### config.mk
export PLATFORM = sky130hd
export DESIGN_NAME = video_pattern_gen
export DESIGN_NICKNAME = d
export VERILOG_FILES = /design/src/rtl/video_pattern_gen.sv
export SDC_FILE = /design/constraint.sdc
export NUM_CORES = 1
export LEC_CHECK = 0
export ABC_AREA = 0
export BUFFER_PORTS_ARGS = -buffer_cell sky130_fd_sc_hd__clkbuf_2
export CORE_ASPECT_RATIO = 0.6
export CORE_MARGIN = 2
export CORE_UTILIZATION = 50
export CTS_CLUSTER_DIAMETER = 150
export DETAILED_ROUTE_END_ITERATION = 12
export PLACE_DENSITY = 0.68
export SKIP_LAST_GASP = 1
export SLEW_MARGIN = 20
export SYNTH_ARGS = -nofsm -noshare
export SYNTH_HDL_FRONTEND = slang
export SYNTH_SLANG_ARGS = --single-unit
### constraint.sdc
create_clock -name clk_sys -period 6.6 [get_ports clk_sys]
set_input_delay 0.99 -clock clk_sys [delete_from_list [all_inputs] [get_ports clk_sys]]
set_output_delay 0.99 -clock clk_sys [all_outputs]
set_load 0.01 [all_outputs]
### src/rtl/video_pattern_gen.sv
// video_pattern_gen
// Test-pattern raster generator. It produces a pixel enable, H/V sync and
// blanking, and RGB pixels in one of four patterns: mono noise, per-channel
// noise, colour bars, or a scrolling gradient. The pal, scandouble and
// pattern inputs take effect only at the frame boundary. col_mask takes
// effect on the next pixel.
//
// Ports
//   clk_sys      system clock
//   reset_n      asynchronous active-low reset
//   pal          0 = NTSC line count, 1 = PAL line count
//   scandouble   1 = pixel period CE_DIV/2
//   pattern      0 mono noise, 1 per-channel noise, 2 colour bars, 3 gradient
//   col_mask     {R,G,B} channel enable
//   ce_pix       one-clock pixel enable (combinational from the divider)
//   HBlank/VBlank/HSync/VSync  active-high timing outputs (registered)
//   R/G/B        pixel colour (registered)
//   frame_start  one-clock pulse after the raster wraps to (0,0)
//   frame_cnt    frames since reset, modulo 256
module video_pattern_gen #(
  parameter int DW           = 8,
  parameter int HW           = 10,
  parameter int CE_DIV       = 4,
  parameter int H_ACTIVE     = 320,
  parameter int H_TOTAL      = 400,
  parameter int H_SYNC_START = 336,
  parameter int H_SYNC_LEN   = 32,
  parameter int V_ACTIVE     = 240,
  parameter int V_TOTAL_NTSC = 262,
  parameter int V_TOTAL_PAL  = 312,
  parameter int V_SYNC_START = 244,
  parameter int V_SYNC_LEN   = 3
) (
  input  logic          clk_sys,
  input  logic          reset_n,
  input  logic          pal,
  input  logic          scandouble,
  input  logic [1:0]    pattern,
  input  logic [2:0]    col_mask,
  output logic          ce_pix,
  output logic          HBlank,
  output logic          VBlank,
  output logic          HSync,
  output logic          VSync,
  output logic [DW-1:0] R,
  output logic [DW-1:0] G,
  output logic [DW-1:0] B,
  output logic          frame_start,
  output logic [7:0]    frame_cnt
);

  localparam int DIVW = (CE_DIV > 2) ? $clog2(CE_DIV) : 1;
  localparam logic [DIVW-1:0] DIV_FULL_LAST = DIVW'(CE_DIV - 1);
  localparam logic [DIVW-1:0] DIV_HALF_LAST = DIVW'(CE_DIV / 2 - 1);
  localparam logic [HW-1:0]   H_LAST   = HW'(H_TOTAL - 1);
  localparam logic [HW-1:0]   H_ACT    = HW'(H_ACTIVE);
  localparam logic [HW-1:0]   HS_ON    = HW'(H_SYNC_START);
  localparam logic [HW-1:0]   HS_OFF   = HW'(H_SYNC_START + H_SYNC_LEN);
  localparam logic [HW-1:0]   V_ACT    = HW'(V_ACTIVE);
  localparam logic [HW-1:0]   VS_ON    = HW'(V_SYNC_START);
  localparam logic [HW-1:0]   VS_OFF   = HW'(V_SYNC_START + V_SYNC_LEN);
  localparam logic [HW-1:0]   VN_LAST  = HW'(V_TOTAL_NTSC - 1);
  localparam logic [HW-1:0]   VP_LAST  = HW'(V_TOTAL_PAL - 1);
  localparam logic [HW-1:0]   BAR_LAST = HW'(H_ACTIVE / 8 - 1);

  // Galois LFSR step, x^16+x^14+x^13+x^11+1, shifting right
  function automatic logic [15:0] lfsr_step(input logic [15:0] s);
    lfsr_step = {1'b0, s[15:1]} ^ (s[0] ? 16'hB400 : 16'h0000);
  endfunction

  logic [DIVW-1:0] div_r;
  logic [HW-1:0]   hcnt_r, vcnt_r;
  logic [15:0]     l0_r, l1_r, l2_r;
  logic [2:0]      bar_r;
  logic [HW-1:0]   bar_cnt_r;
  logic            pal_r, scan_r;
  logic [1:0]      pattern_r;
  logic [7:0]      frame_cnt_r;
  logic            frame_start_r;
  logic            hblank_r, vblank_r, hsync_r, vsync_r;
  logic [DW-1:0]   r_r, g_r, b_r;

  logic            ce_s, h_last_s, v_last_s, boundary_s, vis_s;
  logic [DIVW-1:0] div_last_s;
  logic            hblank_s, vblank_s, hsync_s, vsync_s;
  logic [HW-1:0]   hcnt_nxt_s, vcnt_nxt_s, bar_cnt_nxt_s;
  logic [2:0]      bar_nxt_s;
  logic [DW-1:0]   grad_s, r_s, g_s, b_s, r_out_s, g_out_s, b_out_s;

  // Raster decode, next-state for counters and bar tracker, and pixel colour
  always_comb begin
    ce_s       = (div_r == {DIVW{1'b0}});
    div_last_s = scan_r ? DIV_HALF_LAST : DIV_FULL_LAST;
    h_last_s   = (hcnt_r == H_LAST);
    v_last_s   = (vcnt_r == (pal_r ? VP_LAST : VN_LAST));
    boundary_s = ce_s & h_last_s & v_last_s;

    hblank_s = (hcnt_r >= H_ACT);
    hsync_s  = (hcnt_r >= HS_ON) && (hcnt_r < HS_OFF);
    vblank_s = (vcnt_r >= V_ACT);
    vsync_s  = (vcnt_r >= VS_ON) && (vcnt_r < VS_OFF);
    vis_s    = ~(hblank_s | vblank_s);

    if (h_last_s) begin
      hcnt_nxt_s = {HW{1'b0}};
      vcnt_nxt_s = v_last_s ? {HW{1'b0}} : vcnt_r + HW'(1);
    end else begin
      hcnt_nxt_s = hcnt_r + HW'(1);
      vcnt_nxt_s = vcnt_r;
    end

    // Bar index for the pixel after this one; restarts with every line.
    if (h_last_s) begin
      bar_cnt_nxt_s = {HW{1'b0}};
      bar_nxt_s     = 3'd0;
    end else if (hcnt_r < H_ACT) begin
      if (bar_cnt_r == BAR_LAST) begin
        bar_cnt_nxt_s = {HW{1'b0}};
        bar_nxt_s     = (bar_r == 3'd7) ? 3'd7 : bar_r + 3'd1;
      end else begin
        bar_cnt_nxt_s = bar_cnt_r + HW'(1);
        bar_nxt_s     = bar_r;
      end
    end else begin
      bar_cnt_nxt_s = bar_cnt_r;
      bar_nxt_s     = bar_r;
    end

    grad_s = DW'(hcnt_r) + DW'(frame_cnt_r);

    case (pattern_r)
      2'd0: begin
        r_s = l0_r[DW-1:0];
        g_s = l0_r[DW-1:0];
        b_s = l0_r[DW-1:0];
      end
      2'd1: begin
        r_s = l0_r[DW-1:0];
        g_s = l1_r[DW-1:0];
        b_s = l2_r[DW-1:0];
      end
      2'd2: begin
        r_s = {DW{~bar_r[1]}};
        g_s = {DW{~bar_r[2]}};
        b_s = {DW{~bar_r[0]}};
      end
      2'd3: begin
        r_s = grad_s;
        g_s = grad_s;
        b_s = grad_s;
      end
      default: begin
        r_s = {DW{1'b0}};
        g_s = {DW{1'b0}};
        b_s = {DW{1'b0}};
      end
    endcase

    r_out_s = (col_mask[2] & vis_s) ? r_s : {DW{1'b0}};
    g_out_s = (col_mask[1] & vis_s) ? g_s : {DW{1'b0}};
    b_out_s = (col_mask[0] & vis_s) ? b_s : {DW{1'b0}};
  end

  // Pixel divider: counts 0..P-1, P chosen by the latched scandouble
  always_ff @(posedge clk_sys or negedge reset_n) begin
    if (!reset_n) begin
      div_r <= {DIVW{1'b0}};
    end else if (div_r == div_last_s) begin
      div_r <= {DIVW{1'b0}};
    end else begin
      div_r <= div_r + DIVW'(1);
    end
  end

  // Raster counters, bar tracker and noise generators step on every pixel
  always_ff @(posedge clk_sys or negedge reset_n) begin
    if (!reset_n) begin
      hcnt_r    <= {HW{1'b0}};
      vcnt_r    <= {HW{1'b0}};
      bar_r     <= 3'd0;
      bar_cnt_r <= {HW{1'b0}};
      l0_r      <= 16'hACE1;
      l1_r      <= 16'h1D2C;
      l2_r      <= 16'h5A5A;
    end else if (ce_s) begin
      hcnt_r    <= hcnt_nxt_s;
      vcnt_r    <= vcnt_nxt_s;
      bar_r     <= bar_nxt_s;
      bar_cnt_r <= bar_cnt_nxt_s;
      l0_r      <= lfsr_step(l0_r);
      l1_r      <= lfsr_step(l1_r);
      l2_r      <= lfsr_step(l2_r);
    end
  end

  // Mode latch and frame counter, updated only at the frame boundary
  always_ff @(posedge clk_sys or negedge reset_n) begin
    if (!reset_n) begin
      pal_r       <= 1'b0;
      scan_r      <= 1'b0;
      pattern_r   <= 2'd0;
      frame_cnt_r <= 8'd0;
    end else if (boundary_s) begin
      pal_r       <= pal;
      scan_r      <= scandouble;
      pattern_r   <= pattern;
      frame_cnt_r <= frame_cnt_r + 8'd1;
    end
  end

  // frame_start is high only in the clock after the boundary edge
  always_ff @(posedge clk_sys or negedge reset_n) begin
    if (!reset_n) begin
      frame_start_r <= 1'b0;
    end else begin
      frame_start_r <= boundary_s;
    end
  end

  // Timing and colour outputs capture the current position on each pixel
  always_ff @(posedge clk_sys or negedge reset_n) begin
    if (!reset_n) begin
      hblank_r <= 1'b1;
      vblank_r <= 1'b1;
      hsync_r  <= 1'b0;
      vsync_r  <= 1'b0;
      r_r      <= {DW{1'b0}};
      g_r      <= {DW{1'b0}};
      b_r      <= {DW{1'b0}};
    end else if (ce_s) begin
      hblank_r <= hblank_s;
      vblank_r <= vblank_s;
      hsync_r  <= hsync_s;
      vsync_r  <= vsync_s;
      r_r      <= r_out_s;
      g_r      <= g_out_s;
      b_r      <= b_out_s;
    end
  end

  // ce_pix is forced low while reset is held
  assign ce_pix      = ce_s & reset_n;
  assign HBlank      = hblank_r;
  assign VBlank      = vblank_r;
  assign HSync       = hsync_r;
  assign VSync       = vsync_r;
  assign R           = r_r;
  assign G           = g_r;
  assign B           = b_r;
  assign frame_start = frame_start_r;
  assign frame_cnt   = frame_cnt_r;

endmodule

==> key figures, run 1 <==
Outcome
  • Status: finished, final reports clean

Placement
  • Gpl congestion: 0.876
  • Detail Placement HPWL: a little over 10 mm
  • # port buffers: 46
  • Dpl ws: 3.54 ns

STA
  • Slew HR: 34.2%
  • Setup TNS: 0 ns
  • Final setup viols: 0
  • Unrepaired setup endpoints after global routing: false
  • Min cycle time layout: 3.45 ns
  • Worst-margin pin slew: 0.988 ns
  • Max Clock Skew: between 0.01 and 0.015 ns
  • Final period util: 52.3%
  • Max-slew violation count: 0
  • Final hold violation count: 0
  • Final Worst Setup Slack: ~3.1 ns
  • Achievable Freq: 0.290 GHz

Clock tree
  • Post-CTS setup buffers: 0
  • CTS Hold Bufs: 0
  • Root buffer selected by CTS: clkbuf_16
  • Clk_lat worst skew: slightly above 0.4 ns
  • Num CTS Buffers: 17
  • TritonCTS clock tree: yes
  • Cts repair resizes: 0
  • CTS H-tree depth: 4
  • CTS max path bufs: 2
  • Worst-path clk slew: 0.06 ns
  • Num Clock Sinks: 124

Power
  • Switching Share: about a fifth
  • Power Dens Cells: 245 nW/um^2
  • Int Pwr: 1.41 mW
  • Max VDD drop: 0.165 mV
  • Switching power: 0.359 mW
  • Total power: 1.77 mW
  • Clock share of power: 55.4%
  • Leakage: roughly 3.3 nW
  • Sequential Power Share: 43.2%
  • Comb power frac: 1.4%

Cells and area
  • Area growth syn-to-layout: 15.3%
  • # diodes: 0
  • Layout cells sized above 1: around a quarter
  • Number of nets in the layout: 648
  • Fillers: a little under 1000

Synth
  • Synth Flop Type: dfrtp_1
  • Sequential fraction of the synthesis area: about half
  • Syn Inst Count: roughly 580
  • Synth Cell Area: 6250 sq um
  • Post-synth top cells: 99 x dfrtp_1, 48 x nand2_1, 41 x mux2_2
  • Post-synth EDFFs: 0
  • Seq cells post-synth: 124
  • Ranking of synthesized cells by area: dfrtp_1 40%, dfstp_2 11%, mux2_2 7.4%
  • Synth top area share: 39.6%
  • Count of different cell masters after synthesis: 69
  • Ys async rst share: between 90% and 100%
  • Syn_area_per_cell: 10.7 sq um
  • Area leader, netlist: dfrtp_1
  • Count leader, synth: dfrtp_1
  • Synth Net Count: slightly above 600
  • Yosys warns: 0

Critical path
  • CP Cell Sequence: inv_1 -> ha_2 -> buf_4 -> and2_1 -> clkbuf_2
  • Critical Path Sink Type: primary output
  • Critical Path AT: around 2.5 ns
  • CP Class: register to primary output
  • CP required: around 5.6 ns
  • Worst path slowest cell: ha_2
  • Crit path max fanout: 53
  • Max stage delay on crit path: 0.62 ns
  • Startpoint Class: register
  • Cell family with most CP delay: buffers and inverters
  • Buffers and inverters on the worst path: 3

Route
  • DR WL/cell: 18.4 um
  • Post-Route WL: 14.7 mm
  • DRT Pass-1 Iters: 5
  • Antenna Violating Nets Remaining: 0
  • DR iter-0 viols: 426
  • Via count: 4667
  • Via density per instance: approximately 6
  • DRC: 0

Run
  • Max-cap violation count: 0

Die
  • Full die area: 13400 sq um
  • Top Ports: 47
  • Die span in y: 90.6 um
  • Core area: 12100 sq um
  • Num rows: 31
  • Starting density of the core: 51.5%
  • Die extent in x: 148 um

GRT
  • Largest net degree at the start of global routing: 76
  • Gr usage total: between 20% and 30%
  • Gr ovfl total: 0
  • First-pass GRT wire length: 24.6 mm
  • Antenna violations before repair: 0
  • Vias in the first global route: 4452

Worst hold path
  • Hold Crit Class: input port to async pin
## cell usage in the layout (no fill, tap or decap), types with 9 or more instances in the layout
cell,instances
a21oi_1,37
a22o_1,9
clkbuf_16,17
clkbuf_2,45
dfrtp_1,99
dfstp_2,25
ha_1,14
inv_1,20
mux2_2,41
nand2_1,48
nand3_1,16
nand4_1,9
nor2_1,40
nor3_1,9
o21ai_0,25
xnor2_1,24
xor2_1,10
## stage by stage
stage | utilization, % | instance area [sq um] | hold slack (ns) | std cells
2_1_floorplan | - | 6250 | 0.411 | 582
3_3_place_gp | 54.3 | 6590 | 0.423 | 769
3_5_place_dp | 54.3 | 6590 | 0.444 | 769
4_1_cts | 59.4 | 7210 | 0.363 | 801
5_1_grt | 59.4 | 7210 | 0.363 | 801
6_report | 59.4 | 7210 | 0.375 | 801
## area by class of cell
| class | count | area [sq um] | area share, % |
|---|---|---|---|
| clock buffers | 21 | 450 | 6.25 |
| clock inverters | 11 | 169 | 2.34 |
| inverters | 21 | 78.8 | 1.09 |
| multi-input cells | 409 | 2910 | 40.3 |
| flip-flops and latches | 124 | 3130 | 43.5 |
| well taps | 165 | 206 | 2.86 |
| repair buffers | 50 | 263 | 3.65 |
## worst paths after layout
path | startpoint | endpoint | slack [ns] | cells past startpoint
worst max-delay path | div_r[0] | ce_pix | 3.15 | 5
max in group asynchronous | reset_n | G[7] | 4.49 | 3
worst min-delay path | reset_n | div_r[1] | 0.37 | 1
worst min register to register | div_r[0] | div_r[0] | 0.45 | 1
worst max register to register | div_r[0] | hcnt_r[0] | 3.62 | 6
min in group clk_sys | div_r[0] | div_r[0] | 0.45 | 1
## cells by family (layout without fill, tap and decap cells)
family | after synthesis | count (layout) | share of synthesized area, %
adders and majority gates | 16 | 16 | 3.32
and+or+nand+nor | 184 | 184 | 15.9
buffers and inverters | 49 | 103 | 3.38
DFF | 124 | 124 | 50.2
muxes | 45 | 45 | 8.19
xor gates and xnor gates | 34 | 34 | 4.77
AOI/OAI and AO/OA | 130 | 130 | 14.3
## power by group through the flow
stage / clock (mW) / sequential (mW) / combinational [mW]
after floorplan: 0 / 0.778 / 0.00249
after global routing: 1.03 / 0.765 / 0.0290
after global placement: 0 / 0.777 / 0.0253
final: 0.980 / 0.765 / 0.0248
after detailed placement: 0 / 0.777 / 0.0260
after CTS: 0.993 / 0.765 / 0.0260
## sequential cells by signal, indices dropped and copies added, names as in the netlist
| register | count |
|---|---|
| l0_r | 16 |
| l1_r | 16 |
| l2_r | 16 |
| bar_cnt_r | 10 |
| hcnt_r | 10 |
| vcnt_r | 10 |
| B | 8 |
| G | 8 |
| R | 8 |
| frame_cnt | 8 |
| bar_r | 3 |
| div_r | 2 |
| pattern_r | 2 |
| HBlank | 1 |
| HSync | 1 |
| VBlank | 1 |
| VSync | 1 |
| frame_start | 1 |
| pal_r | 1 |
| scan_r | 1 |
## routing by layer
layer	GRT usage (%)	wire [um]
met5	0	0
met4	7.06	125
met3	3.79	962
met2	31.4	6020
met1	38.9	7620
Power figures use the tool's default switching activity.
==> inputs of run 2 (changes only) <==
Settings changed: PLACE_DENSITY 0.68 to 0.71.
Clock period 6.6 ns to 2.9 ns, I/O delays scaled along.
==> key figures, run 2 (synthesis results as in run 1) <==
Route
  • DR iter-0 viols: 422 (was 426)
  • Via count: 4739 (was 4667)
  • DR WL/cell: 18.8 um (was 18.4 um)
  • Post-Route WL: 15.1 mm (was 14.7 mm)
  • DRC: 0 (unchanged)
  • DRT Pass-1 Iters: 4 (was 5)
  • Antenna Violating Nets Remaining: 0 (unchanged)
  • Via density per instance: 5.89 (was 5.83)

STA
  • Slew HR: 53.2% (was 34.2%)
  • Final period util: 83.6%
  • Final hold slack: 0.130 ns (was 0.375 ns)
  • Min cycle time layout: 2.42 ns
  • Unrepaired setup endpoints after global routing: false (unchanged)
  • Achievable Freq: 0.413 GHz
  • Final hold violation count: 0 (unchanged)
  • Setup TNS: 0 ns (unchanged)
  • Max-slew violation count: 0 (unchanged)
  • Max Clock Skew: 0.0102 ns (was 0.0125 ns)
  • Worst-margin pin slew: 0.695 ns (was 0.988 ns)
  • Final setup viols: 0 (unchanged)
  • Final Worst Setup Slack: 0.476 ns (was 3.15 ns)

Outcome
  • Status: finished, final reports clean (unchanged)

Placement
  • Dpl ws: 0.564 ns (was 3.54 ns)
  • Detail Placement HPWL: 10.6 mm (was 10.4 mm)
  • # port buffers: 46 (unchanged)
  • Placed insts: 773 (was 769)
  • Cell area after placement: 6630 sq um (was 6590 sq um)
  • Gpl congestion: 0.946 (was 0.876)

Power
  • Max VDD drop: 0.394 mV (was 0.165 mV)
  • Total power: 3.99 mW (was 1.77 mW)
  • Power Dens Cells: 551 nW/um^2 (was 245 nW/um^2)
  • Leakage: 3.30 nW (was 3.28 nW)

Run
  • Max-cap violation count: 0 (unchanged)

GRT
  • Gr ovfl total: 0 (unchanged)
  • First-pass GRT wire length: 24.6 mm (about the same)
  • Antenna violations before repair: 0 (unchanged)
  • GR peak layer: met1 (unchanged)
  • Met1 GRT Util: 37.4% (was 38.9%)
  • Grt met3 use: 5.35% (was 3.79%)
  • Gr usage total: 23.5% (was 23.6%)
  • Vias in the first global route: 4600 (was 4452)
  • Met2 GRT Util: 31.5% (was 31.4%)
  • Largest net degree at the start of global routing: 125 (was 76)

Cells and area
  • Core Util, Final: 59.7% (was 59.4%)
  • Fillers: 1011 (was 986)
  • # diodes: 0 (unchanged)
  • Top flop regs: l0_r x16, l1_r x16, l2_r x16 (unchanged)
  • Number of nets in the layout: 652 (was 648)
  • Non-filler cells, final: 805 (was 801)
  • Sequential cell area: 3130 sq um (unchanged)
  • Area growth syn-to-layout: 15.9% (was 15.3%)
  • Layout cells sized above 1: 26.4% (was 25.8%)
  • Most common cell after layout, fill and taps aside: dfrtp_1 (unchanged)
  • Post-route cell area: 7240 sq um (was 7210 sq um)
  • Most frequent cells in the layout: 99 x dfrtp_1, 48 x nand2_1, 45 x clkbuf_2, 41 x mux2_2, 40 x nor2_1 (unchanged)
  • Multi-input gate area: 2910 sq um (unchanged)

Clock tree
  • Worst-path clk slew: 0.06 ns (about the same)
  • CTS Hold Bufs: 0 (unchanged)
  • CTS H-tree depth: 4 (unchanged)
  • TritonCTS clock tree: yes (unchanged)
  • CTS max path bufs: 2 (unchanged)
  • Post-CTS setup buffers: 0 (unchanged)
  • Clk_lat worst skew: 0.41 ns (about the same)
  • Num Clock Sinks: 124 (unchanged)
  • Root buffer selected by CTS: clkbuf_16 (unchanged)
  • Num CTS Buffers: 17 (unchanged)
  • Cts repair resizes: 0 (unchanged)

Die
  • Die span in y: 90.6 um (unchanged)
  • Die extent in x: 148 um (unchanged)
  • Full die area: 13400 sq um (unchanged)
  • Top Ports: 47 (unchanged)
  • Core area: 12100 sq um (unchanged)
  • Starting density of the core: 51.5% (unchanged)
  • Num rows: 31 (unchanged)

Critical path
  • Startpoint Class: register (unchanged)
  • Crit path max fanout: 6 (was 53)
  • Critical Path AT: 2.69 ns (was 2.46 ns)
  • CP required: 3.17 ns (was 5.61 ns)
  • CP Class: register to register (was register to primary output)
  • Critical Path Sink Type: register (was primary output)

Worst hold path
  • Hold Crit Class: input port to async pin (unchanged)
==> run 2: worst max-delay path, stage by stage (launching register included) <==
cell and delay [ns]:
dfrtp_1 0.46, ha_1 0.43, a21o_1 0.19, a21oi_1 0.38, a21oi_1 0.20, nor4b_1 0.49, o32ai_1 0.14
==> run 2: layout make-up <==
| cell class | instances | area share [%] |
|---|---|---|
| inverters | 21 | 1.09 |
| well taps | 165 | 2.85 |
| repair buffers | 54 | 4.21 |
| clock inverters | 10 | 1.93 |
| multi-input cells | 409 | 40.1 |
| clock buffers | 22 | 6.55 |
| flip-flops and latches | 124 | 43.3 |
==> run 2: metal layers <==
metal  vias up  part of all wire, %
li1       2199                    -
met1      2357                   50
met2       164                   41
met3        19                  7.2
met4         0                  1.4
met5         -                    0
==> run 2: path summary, 6_finish.rpt <==
| check | startpoint | end | slack, ns | depth (start not counted) |
|---|---|---|---|---|
| setup / recovery | frame_cnt[4] | R[7] | 0.48 | 6 |
| hold / removal | reset_n | vcnt_r[4] | 0.13 | 2 |
| setup reg to reg | frame_cnt[4] | R[7] | 0.48 | 6 |
| hold reg to reg | div_r[0] | div_r[0] | 0.45 | 1 |
| max in group asynchronous | reset_n | bar_r[0] | 2.29 | 2 |
| min in group clk_sys | pal | pal_r | 0.21 | 3 |
==> run 2: where the power goes <==
group,switching [mW],internal [mW]
Clock,0.774,1.42
Combinational,0.0420,0.0135
Sequential,0.00250,1.74
Total,0.819,3.17
==> inputs of run 3 (changes only) <==
Settings changed: PLACE_DENSITY 0.71 to 0.68.
Clock period 2.9 ns to 2.3 ns, I/O delays scaled along.
==> key figures, run 3 (synthesis results as in run 1) <==
Route
  • Antenna Violating Nets Remaining: 0 (unchanged)
  • Post-Route WL: 14.7 mm (was 15.1 mm)
  • Via density per instance: 5.85 (was 5.89)
  • DR iter-0 viols: 320 (was 422)
  • Via count: 4782 (was 4739)
  • DRC: 0 (unchanged)
  • DRT Pass-1 Iters: 5 (was 4)
  • DR WL/cell: 18.0 um (was 18.8 um)

STA
  • Final period util: 97.5% (was 83.6%)
  • Min cycle time layout: 2.24 ns (was 2.42 ns)
  • Worst-margin pin slew: 0.793 ns (was 0.695 ns)
  • Achievable Freq: 0.446 GHz (was 0.413 GHz)
  • Final hold slack: -0.00540 ns (was 0.130 ns)
  • Slew HR: 46.6% (was 53.2%)
  • Setup TNS: 0 ns (unchanged)
  • Final setup viols: 0 (unchanged)
  • Max Clock Skew: 0.00935 ns (was 0.0102 ns)
  • Unrepaired setup endpoints after global routing: true (was false)
  • Final hold violation count: 2 (was 0)
  • Max-slew violation count: 0 (unchanged)

Die
  • Num rows: 31 (unchanged)
  • Core area: 12100 sq um (unchanged)
  • Die span in y: 90.6 um (unchanged)
  • Starting density of the core: 51.5% (unchanged)
  • Full die area: 13400 sq um (unchanged)
  • Die extent in x: 148 um (unchanged)
  • Top Ports: 47 (unchanged)

GRT
  • Largest net degree at the start of global routing: 125 (unchanged)
  • First-pass GRT wire length: 24.2 mm (was 24.6 mm)
  • Antenna violations before repair: 0 (unchanged)
  • Gr ovfl total: 0 (unchanged)
  • Vias in the first global route: 4623 (was 4600)
  • Gr usage total: 23.3% (was 23.5%)

Critical path
  • Critical Path Start: hcnt_r[5] (was frame_cnt[4])
  • Critical Path AT: 2.55 ns (was 2.69 ns)
  • CP Class: register to register (unchanged)
  • CP required: 2.60 ns (was 3.17 ns)
  • Worst r2r src: hcnt_r[5] (was frame_cnt[4])
  • Critical Path Sink Type: register (unchanged)
  • Crit path max fanout: 7 (was 6)
  • Startpoint Class: register (unchanged)

Placement
  • Detail Placement HPWL: 10.3 mm (was 10.6 mm)
  • # port buffers: 46 (unchanged)
  • Cell area after placement: 6750 sq um (was 6630 sq um)
  • Gpl congestion: 0.880 (was 0.946)

Cells and area
  • Fillers: 999 (was 1011)
  • Number of nets in the layout: 664 (was 652)
  • Core Util, Final: 60.6% (was 59.7%)
  • Most common cell after layout, fill and taps aside: dfrtp_1 (unchanged)
  • Post-route cell area: 7360 sq um (was 7240 sq um)
  • Area growth syn-to-layout: 17.8% (was 15.9%)
  • # diodes: 0 (unchanged)
  • Top flop regs: l0_r x16, l1_r x16, l2_r x16 (unchanged)
  • Layout cells sized above 1: 29.8% (was 26.4%)
  • Most frequent cells in the layout: 97 x dfrtp_1, 48 x nand2_1, 45 x clkbuf_2, 41 x mux2_2, 40 x nor2_1 (was 99 x dfrtp_1, 48 x nand2_1, 45 x clkbuf_2, 41 x mux2_2, 40 x nor2_1)

Clock tree
  • Num Clock Sinks: 124 (unchanged)
  • Post-CTS setup buffers: 0 (unchanged)
  • Worst-path clk slew: 0.06 ns (about the same)
  • CTS max path bufs: 2 (unchanged)
  • Cts repair resizes: 0 (unchanged)
  • Num CTS Buffers: 17 (unchanged)
  • CTS H-tree depth: 4 (unchanged)
  • Root buffer selected by CTS: clkbuf_16 (unchanged)
  • Clk_lat worst skew: 0.42 ns (was 0.41 ns)
  • CTS Hold Bufs: 0 (unchanged)
  • TritonCTS clock tree: yes (unchanged)

Power
  • Leakage: 3.36 nW (was 3.30 nW)
  • Power Dens Cells: 653 nW/um^2 (was 551 nW/um^2)
  • Total power: 4.81 mW (was 3.99 mW)
  • Max VDD drop: 0.547 mV (was 0.394 mV)

Outcome
  • Status: finished, violations left (was finished, final reports clean)
  • Failing checks: negative hold slack

Run
  • Max-cap violation count: 0 (unchanged)

Worst hold path
  • Hold Crit Class: input port to async pin (unchanged)
run 3: cell types whose count changed in the layout (fill, tap and decap cells not counted), moves of 3 or more:
cell	before	now
buf_4	8	18
inv_6	0	4
a21oi_1	37	34
a21oi_2	0	3
clkbuf_8	3	0
run 3: path summary, 6_finish.rpt:
path,cells after the start,endpoint,slack [ns]
worst min register to register,1,div_r[0],0.44
worst max register to register,6,G[5],0.06
worst min-delay path,2,div_r[0],-0.005
max in group asynchronous,2,l0_r[2],1.72
min in group clk_sys,3,pal_r,0.12
worst max-delay path,6,G[5],0.06
run 3: metrics by stage:
stage / instances / setup WS [ns]
3_5_place_dp: 785 / 0.0399
6_report: 817 / 0.0583
2_1_floorplan: 582 / 0.165
3_3_place_gp: 785 / 0.105
5_1_grt: 817 / -0.00911
4_1_cts: 817 / 0.0201
run 3: report_power, final:
group	switching, mW	internal [mW]
Sequential	0.00327	2.19
Combinational	0.0535	0.0182
Clock	1.04	1.50
Total	1.10	3.71
run 3: layout make-up:
class                      count  area [sq um]  area share, %
clock buffer                  17           425           5.78
inverter                      21          81.3           1.10
timing repair buffer          66           420           5.71
tap                          165           206           2.80
multi-input combinational    409          2950           40.1
clock inverter                15           140           1.90
sequential                   124          3140           42.6
run 3: critical path, stage by stage (launching register included):
cell and delay, ns:
dfrtp_1 0.41, ha_2 0.41, and4b_1 0.23, a221oi_1 0.29, nand3_1 0.25, a211o_1 0.29, a32o_1 0.25
run 3: layer usage:
| layer | track usage, % | vias to the layer above | part of all wire, % |
|---|---|---|---|
| met5 | 0 | - | 0 |
| met4 | 8.41 | 0 | 1.7 |
| met3 | 6.06 | 23 | 6.2 |
| met2 | 31.5 | 167 | 42 |
| met1 | 35.9 | 2365 | 50 |
| li1 | - | 2227 | - |
